<file path="src/rtl/sha256_padder.sv">
// sha256_padder: AXI-stream front end for sha256_main.
// Forwards raw big-endian message words, then appends the SHA-256 padding
// (0x80 marker, zero fill, 64-bit bit length) and flags word 15 of the final
// 512-bit block with m_axis_tlast.
module sha256_padder #(
    parameter int LEN_W = 64
) (
    input  logic        clk,
    input  logic        resetn,
    input  logic [31:0] s_axis_tdata,
    input  logic [3:0]  s_axis_tkeep,
    input  logic        s_axis_tvalid,
    input  logic        s_axis_tlast,
    output logic        s_axis_tready,
    output logic [31:0] m_axis_tdata,
    output logic        m_axis_tvalid,
    output logic        m_axis_tlast,
    input  logic        m_axis_tready
);

    typedef enum logic [2:0] {
        DATA  = 3'd0,
        MARK  = 3'd1,
        ZERO  = 3'd2,
        LENHI = 3'd3,
        LENLO = 3'd4
    } state_t;

    state_t      state_reg, state_next;
    logic [3:0]  widx_reg, widx_next;
    logic [60:0] bytes_reg, bytes_next;
    logic [31:0] tdata_reg, tdata_next;
    logic        tvalid_reg, tvalid_next;
    logic        tlast_reg, tlast_next;

    logic             ld;
    logic [2:0]       kcnt;
    logic [31:0]      marked;
    logic [3:0]       widx_inc;
    logic [LEN_W-1:0] bit_len;

    // The output register may take a new word when empty or being drained.
    assign ld            = !tvalid_reg || m_axis_tready;
    // Gated with resetn so every output reads 0 while reset is held.
    assign s_axis_tready = resetn && (state_reg == DATA) && ld;

    assign m_axis_tdata  = tdata_reg;
    assign m_axis_tvalid = tvalid_reg;
    assign m_axis_tlast  = tlast_reg;

    assign widx_inc = widx_reg + 4'd1;
    assign bit_len  = LEN_W'({bytes_reg, 3'b000});

    // Valid byte count of a final beat: leading ones of tkeep starting at bit3.
    always_comb begin
        if (!s_axis_tkeep[3])      kcnt = 3'd0;
        else if (!s_axis_tkeep[2]) kcnt = 3'd1;
        else if (!s_axis_tkeep[1]) kcnt = 3'd2;
        else if (!s_axis_tkeep[0]) kcnt = 3'd3;
        else                       kcnt = 3'd4;
    end

    // Final partial word: keep the valid bytes, put 0x80 right after them,
    // clear everything behind the marker (byte 0 is [31:24]).
    for (genvar gi = 0; gi < 4; gi++) begin : g_byte
        localparam int         HI  = 31 - 8 * gi;
        localparam logic [2:0] IDX = 3'(gi);
        assign marked[HI -: 8] = (IDX < kcnt)  ? s_axis_tdata[HI -: 8] :
                                 (IDX == kcnt) ? 8'h80 : 8'h00;
    end

    // Next-state and next-output-word logic; everything advances only on ld.
    always_comb begin
        state_next  = state_reg;
        widx_next   = widx_reg;
        bytes_next  = bytes_reg;
        tdata_next  = tdata_reg;
        tvalid_next = tvalid_reg;
        tlast_next  = tlast_reg;
        if (ld) begin
            tvalid_next = 1'b0;
            tlast_next  = 1'b0;
            unique case (state_reg)
                DATA: begin
                    if (s_axis_tvalid) begin
                        tvalid_next = 1'b1;
                        widx_next   = widx_inc;
                        if (!s_axis_tlast) begin
                            tdata_next = s_axis_tdata;
                            bytes_next = bytes_reg + 61'd4;
                        end else begin
                            bytes_next = bytes_reg + 61'(kcnt);
                            if (kcnt == 3'd4) begin
                                tdata_next = s_axis_tdata;
                                state_next = MARK;
                            end else begin
                                tdata_next = marked;
                                // Marker landed on word 13: no zero fill needed.
                                state_next = (widx_inc == 4'd14) ? LENHI : ZERO;
                            end
                        end
                    end
                end
                MARK: begin
                    tdata_next  = 32'h8000_0000;
                    tvalid_next = 1'b1;
                    widx_next   = widx_inc;
                    state_next  = (widx_inc == 4'd14) ? LENHI : ZERO;
                end
                ZERO: begin
                    tdata_next  = 32'h0;
                    tvalid_next = 1'b1;
                    widx_next   = widx_inc;
                    state_next  = (widx_inc == 4'd14) ? LENHI : ZERO;
                end
                LENHI: begin
                    tdata_next  = bit_len[63:32];
                    tvalid_next = 1'b1;
                    widx_next   = widx_inc;
                    state_next  = LENLO;
                end
                LENLO: begin
                    tdata_next  = bit_len[31:0];
                    tvalid_next = 1'b1;
                    tlast_next  = 1'b1;
                    widx_next   = 4'd0;
                    bytes_next  = 61'd0;
                    state_next  = DATA;
                end
                default: begin
                    state_next = DATA;
                end
            endcase
        end
    end

    // State, counters and the single output register.
    always_ff @(posedge clk or negedge resetn) begin
        if (!resetn) begin
            state_reg  <= DATA;
            widx_reg   <= 4'd0;
            bytes_reg  <= 61'd0;
            tdata_reg  <= 32'h0;
            tvalid_reg <= 1'b0;
            tlast_reg  <= 1'b0;
        end else begin
            state_reg  <= state_next;
            widx_reg   <= widx_next;
            bytes_reg  <= bytes_next;
            tdata_reg  <= tdata_next;
            tvalid_reg <= tvalid_next;
            tlast_reg  <= tlast_next;
        end
    end

endmodule

</file>
<file path="config.mk">
export PLATFORM = sky130hd
export DESIGN_NAME = sha256_padder
export DESIGN_NICKNAME = d
export VERILOG_FILES = /design/src/rtl/sha256_padder.sv
export SDC_FILE = /design/constraint.sdc
export NUM_CORES = 1
export LEC_CHECK = 0
export ABC_AREA = 1
export BUFFER_PORTS_ARGS = -buffer_cell sky130_fd_sc_hd__buf_2
export CORE_UTILIZATION = 60
export CTS_CLUSTER_DIAMETER = 120
export DETAILED_ROUTE_END_ITERATION = 8
export GPL_TIMING_DRIVEN = 0
export HOLD_SLACK_MARGIN = 0.12
export PLACE_DENSITY = 0.81
export SLEW_MARGIN = 20
export SYNTH_ARGS = -nofsm -noshare
export SYNTH_HDL_FRONTEND = slang
export SYNTH_SLANG_ARGS = --single-unit
</file>
<file path="constraint.sdc">
create_clock -name clk -period 2.63 [get_ports clk]
set_input_delay 0.263 -clock clk [delete_from_list [all_inputs] [get_ports clk]]
set_output_delay 0.263 -clock clk [all_outputs]
set_load 0.005 [all_outputs]
</file>
==> run metrics <==
Hold WC Path Type input port to flop; worst-path cell chain buf_2, inv_1, nand2_1, a21boi_0, ha_1, fa_1, nand3_1, nand2_1, nand2_1, nor2_1, nand2_1, nand2_1, inv_1, nor2_1, nand2_1, nand2_1, nor2_1; Max VDD drop 0.000683 V; worst r2r src bytes_reg[2]; Placement Rows 38; Antenna Violating Nets Remaining 0; CTS Buf Count 9; R2R depth 12; Crit path top cell by count nand2_1; RSZ-0062 raised after global routing false; status completed; global-route wire length before repair between 30 and 40 mm; starting density of the core 0.620; kind of cell adding the most delay to the critical path simple AND/OR/NAND/NOR gates; Crit-path slowest cell a21boi_0; ANT cells 0; Slew headroom 0.471; worst r2r dst bytes_reg[18]; clock-pin slew on the worst setup and hold paths around 0.080 ns; CTS Buffer Depth 2; Primary FF master, synth dfrtp_1; initial antenna violation count 0; Setup Fix Bufs, Post-CTS 0; Power Density 816 nW/µm²; pin count of the biggest net entering global routing between 70 and 80; die boundary height 108 µm; Synth cell types between 40 and 50; Hold Fails Final Rpt 0; Worst Path Buf+Inv 3; PortBufs 74; DRC 0; WP depth 17; vias in the first global route roughly 7,400; Synth async-reset ratio 1.00; post-synth top area share 0.376; Tmin final 2.35 ns; DRT iter0 DRCs 1,055; Routed WL 25.0 mm; Post-synth EDFFs 0; Final GP Congestion ~1.0; Largest stage delay, worst path 0.38 ns; worst skew pair latency 0.36 ns; CP Capture Type flop; Synth Register Bits between 100 and 150; Achievable Freq approximately 430 MHz; total nets after synthesis 1,067; Critical Path RT about 2.9 ns; Non-Filler Instances about 1,300; TritonRoute pass-1 iters 5; post-synthesis sequential area ratio 0.376; Area Overhead vs Synth 13.2%; simple-gate share of the synthesized area 0.392; Die Wd about 110 µm; mux contribution to synthesized area 0.00148; post-synthesis instance area 6780 µm²; crit share post-route 0.893; max_cap viols 0; vias per inst slightly above 6; critical path peak fanout 4; CTS tree yes; die area about 12,000 µm²; placed insts ~1,200; layout cells sized above 1 0.141; top cells by area, synth dfrtp_1, nand2_1, nor2_1; R2R Setup Slk ~0.43 ns; final core occ 0.702; DP Wirelength about 19 mm; Worst Setup Slack, final approximately 0.28 ns; Nets between 1,000 and 1,500; Largest register FFs 61; Synth Instances between 1,000 and 1,500; Leak approximately 3.5 nW; via count 7,684; total global routing overflow 0; Tot GR Track Use 0.454; Post-Synth XOR/XNOR Area 0.00388; Synth Area in Adders 0.0159; H-tree depth 3; final setup fails 0; CTS Sinks between 100 and 150; Root Buffer clkbuf_16; Critical Path Source s_axis_tkeep[0]; Data arrival, critical path 2.60 ns; biggest area consumer among synthesized cells dfrtp_1; synth warn 0; Worst Setup EP bytes_reg[18]; Avg Cell Area, Syn between 6 and 7 µm²; Crit Path Class input port to flop; skew final between 0.01 and 0.015 ns; dpl ws -0.0388 ns; io pins 76; Synth Area in Compound Gates 0.141; WL/cell approximately 20 µm; Max Transition Viols Final 0; Setup crit start kind input port; core area roughly 11,000 µm²; largest family of logic cells by synthesized area simple AND/OR/NAND/NOR gates; Slew @ Worst Pin about 0.79 ns
layout make-up:
cell class / count / area, µm²
Buffer: 27 / 144
Clock inverter: 5 / 65.1
Tap cell: 140 / 175
Multi-Input combinational cell: 801 / 3750
Fill cell: 939 / 3260
Clock buffer: 11 / 243
Timing Repair Buffer: 76 / 414
Inverter: 88 / 330
Sequential cell: 102 / 2550
through the flow:
step	total power [mW]	instance area, µm²	setup TNS, ns	hold WS, ns
CTS	6.15	7680	0	0.190
floorplan	3.80	6780	0	-0.0326
global route	6.59	7680	0	0.198
detailed placement	4.71	7360	-0.0388	0.167
global placement	4.60	7330	-0.0408	0.459
finish	6.26	7680	0	0.188
how the worst min path moves through the flow:
stage / start / to / slack [ns] / cells past startpoint
3_5_place_dp: resetn / m_axis_tdata[5] / 0.17 / 1
2_1_floorplan: resetn / bytes_reg[0] / -0.03 / 0
4_1_cts: s_axis_tdata[17] / m_axis_tdata[17] / 0.19 / 3
6_report: s_axis_tdata[20] / m_axis_tdata[20] / 0.19 / 3
3_3_place_gp: m_axis_tdata[23] / m_axis_tdata[23] / 0.46 / 2
5_1_grt: s_axis_tdata[20] / m_axis_tdata[20] / 0.20 / 3
synthesized netlist by cell type, types with 3 or more instances:
cell type	n
nand2_1	309
nor2_2	13
o21ai_1	12
dfrtp_1	102
clkbuf_1	7
ha_1	7
o22ai_1	11
buf_4	5
and3_1	3
inv_2	7
buf_2	13
a32oi_1	3
nand3_1	54
o21a_1	5
nor2_4	4
nand2_2	11
a21oi_1	55
nor3_1	8
o211ai_1	5
nor2_1	183
a31oi_1	13
o21ai_0	55
inv_1	79
nand4_1	21
cells in the final DEF, fill, tap and decap left out, types with 3 or more instances in the layout:
| master | n |
|---|---|
| buf_4 | 5 |
| and3_1 | 3 |
| clkbuf_16 | 9 |
| buf_2 | 86 |
| nand4_1 | 21 |
| a21oi_1 | 55 |
| nor2_4 | 4 |
| inv_2 | 7 |
| o22ai_1 | 11 |
| o21a_1 | 5 |
| nor3_1 | 8 |
| a32oi_1 | 3 |
| o21ai_0 | 55 |
| inv_1 | 79 |
| nor2_2 | 13 |
| o21ai_1 | 12 |
| a31oi_1 | 13 |
| nor2_1 | 183 |
| nand2_2 | 11 |
| nand3_1 | 54 |
| clkbuf_1 | 8 |
| dfrtp_1 | 102 |
| ha_1 | 7 |
| o211ai_1 | 5 |
| nand2_1 | 309 |
per-layer routing:
layer / track usage / share of wire
met5: 0 / 0
met3: 0.111 / 0.11
met2: 0.723 / 0.45
met1: 0.545 / 0.37
met4: 0.299 / 0.068
worst min-delay path: stages:
cell     delay [ns]
buf_2          0.08
a21oi_1        0.05
o21ai_1        0.12
cells by family (layout without fill, tap and decap cells):
family          after synthesis  in the layout
simple gates                620            620
xor+xnor                      3              3
mux                           1              1
flops                       102            102
fa+ha+maj                     8              8
buf+inv                     115            207
compound gates              169            169
power breakdown:
| part | leakage, nW | internal, mW | switching (mW) |
|---|---|---|---|
| Combinational | 2.03 | 0.836 | 1.65 |
| Sequential | 1.36 | 1.98 | 0.377 |
| Clock | 0.151 | 0.776 | 0.648 |
| Total | 3.55 | 3.59 | 2.67 |
timing repair:
action                                 CTS  global route
hold buffers                             1             0
gates resized for setup                  0             0
endpoints found under the hold margin   32             0
Note: power is estimated with default switching activity, not from simulation.
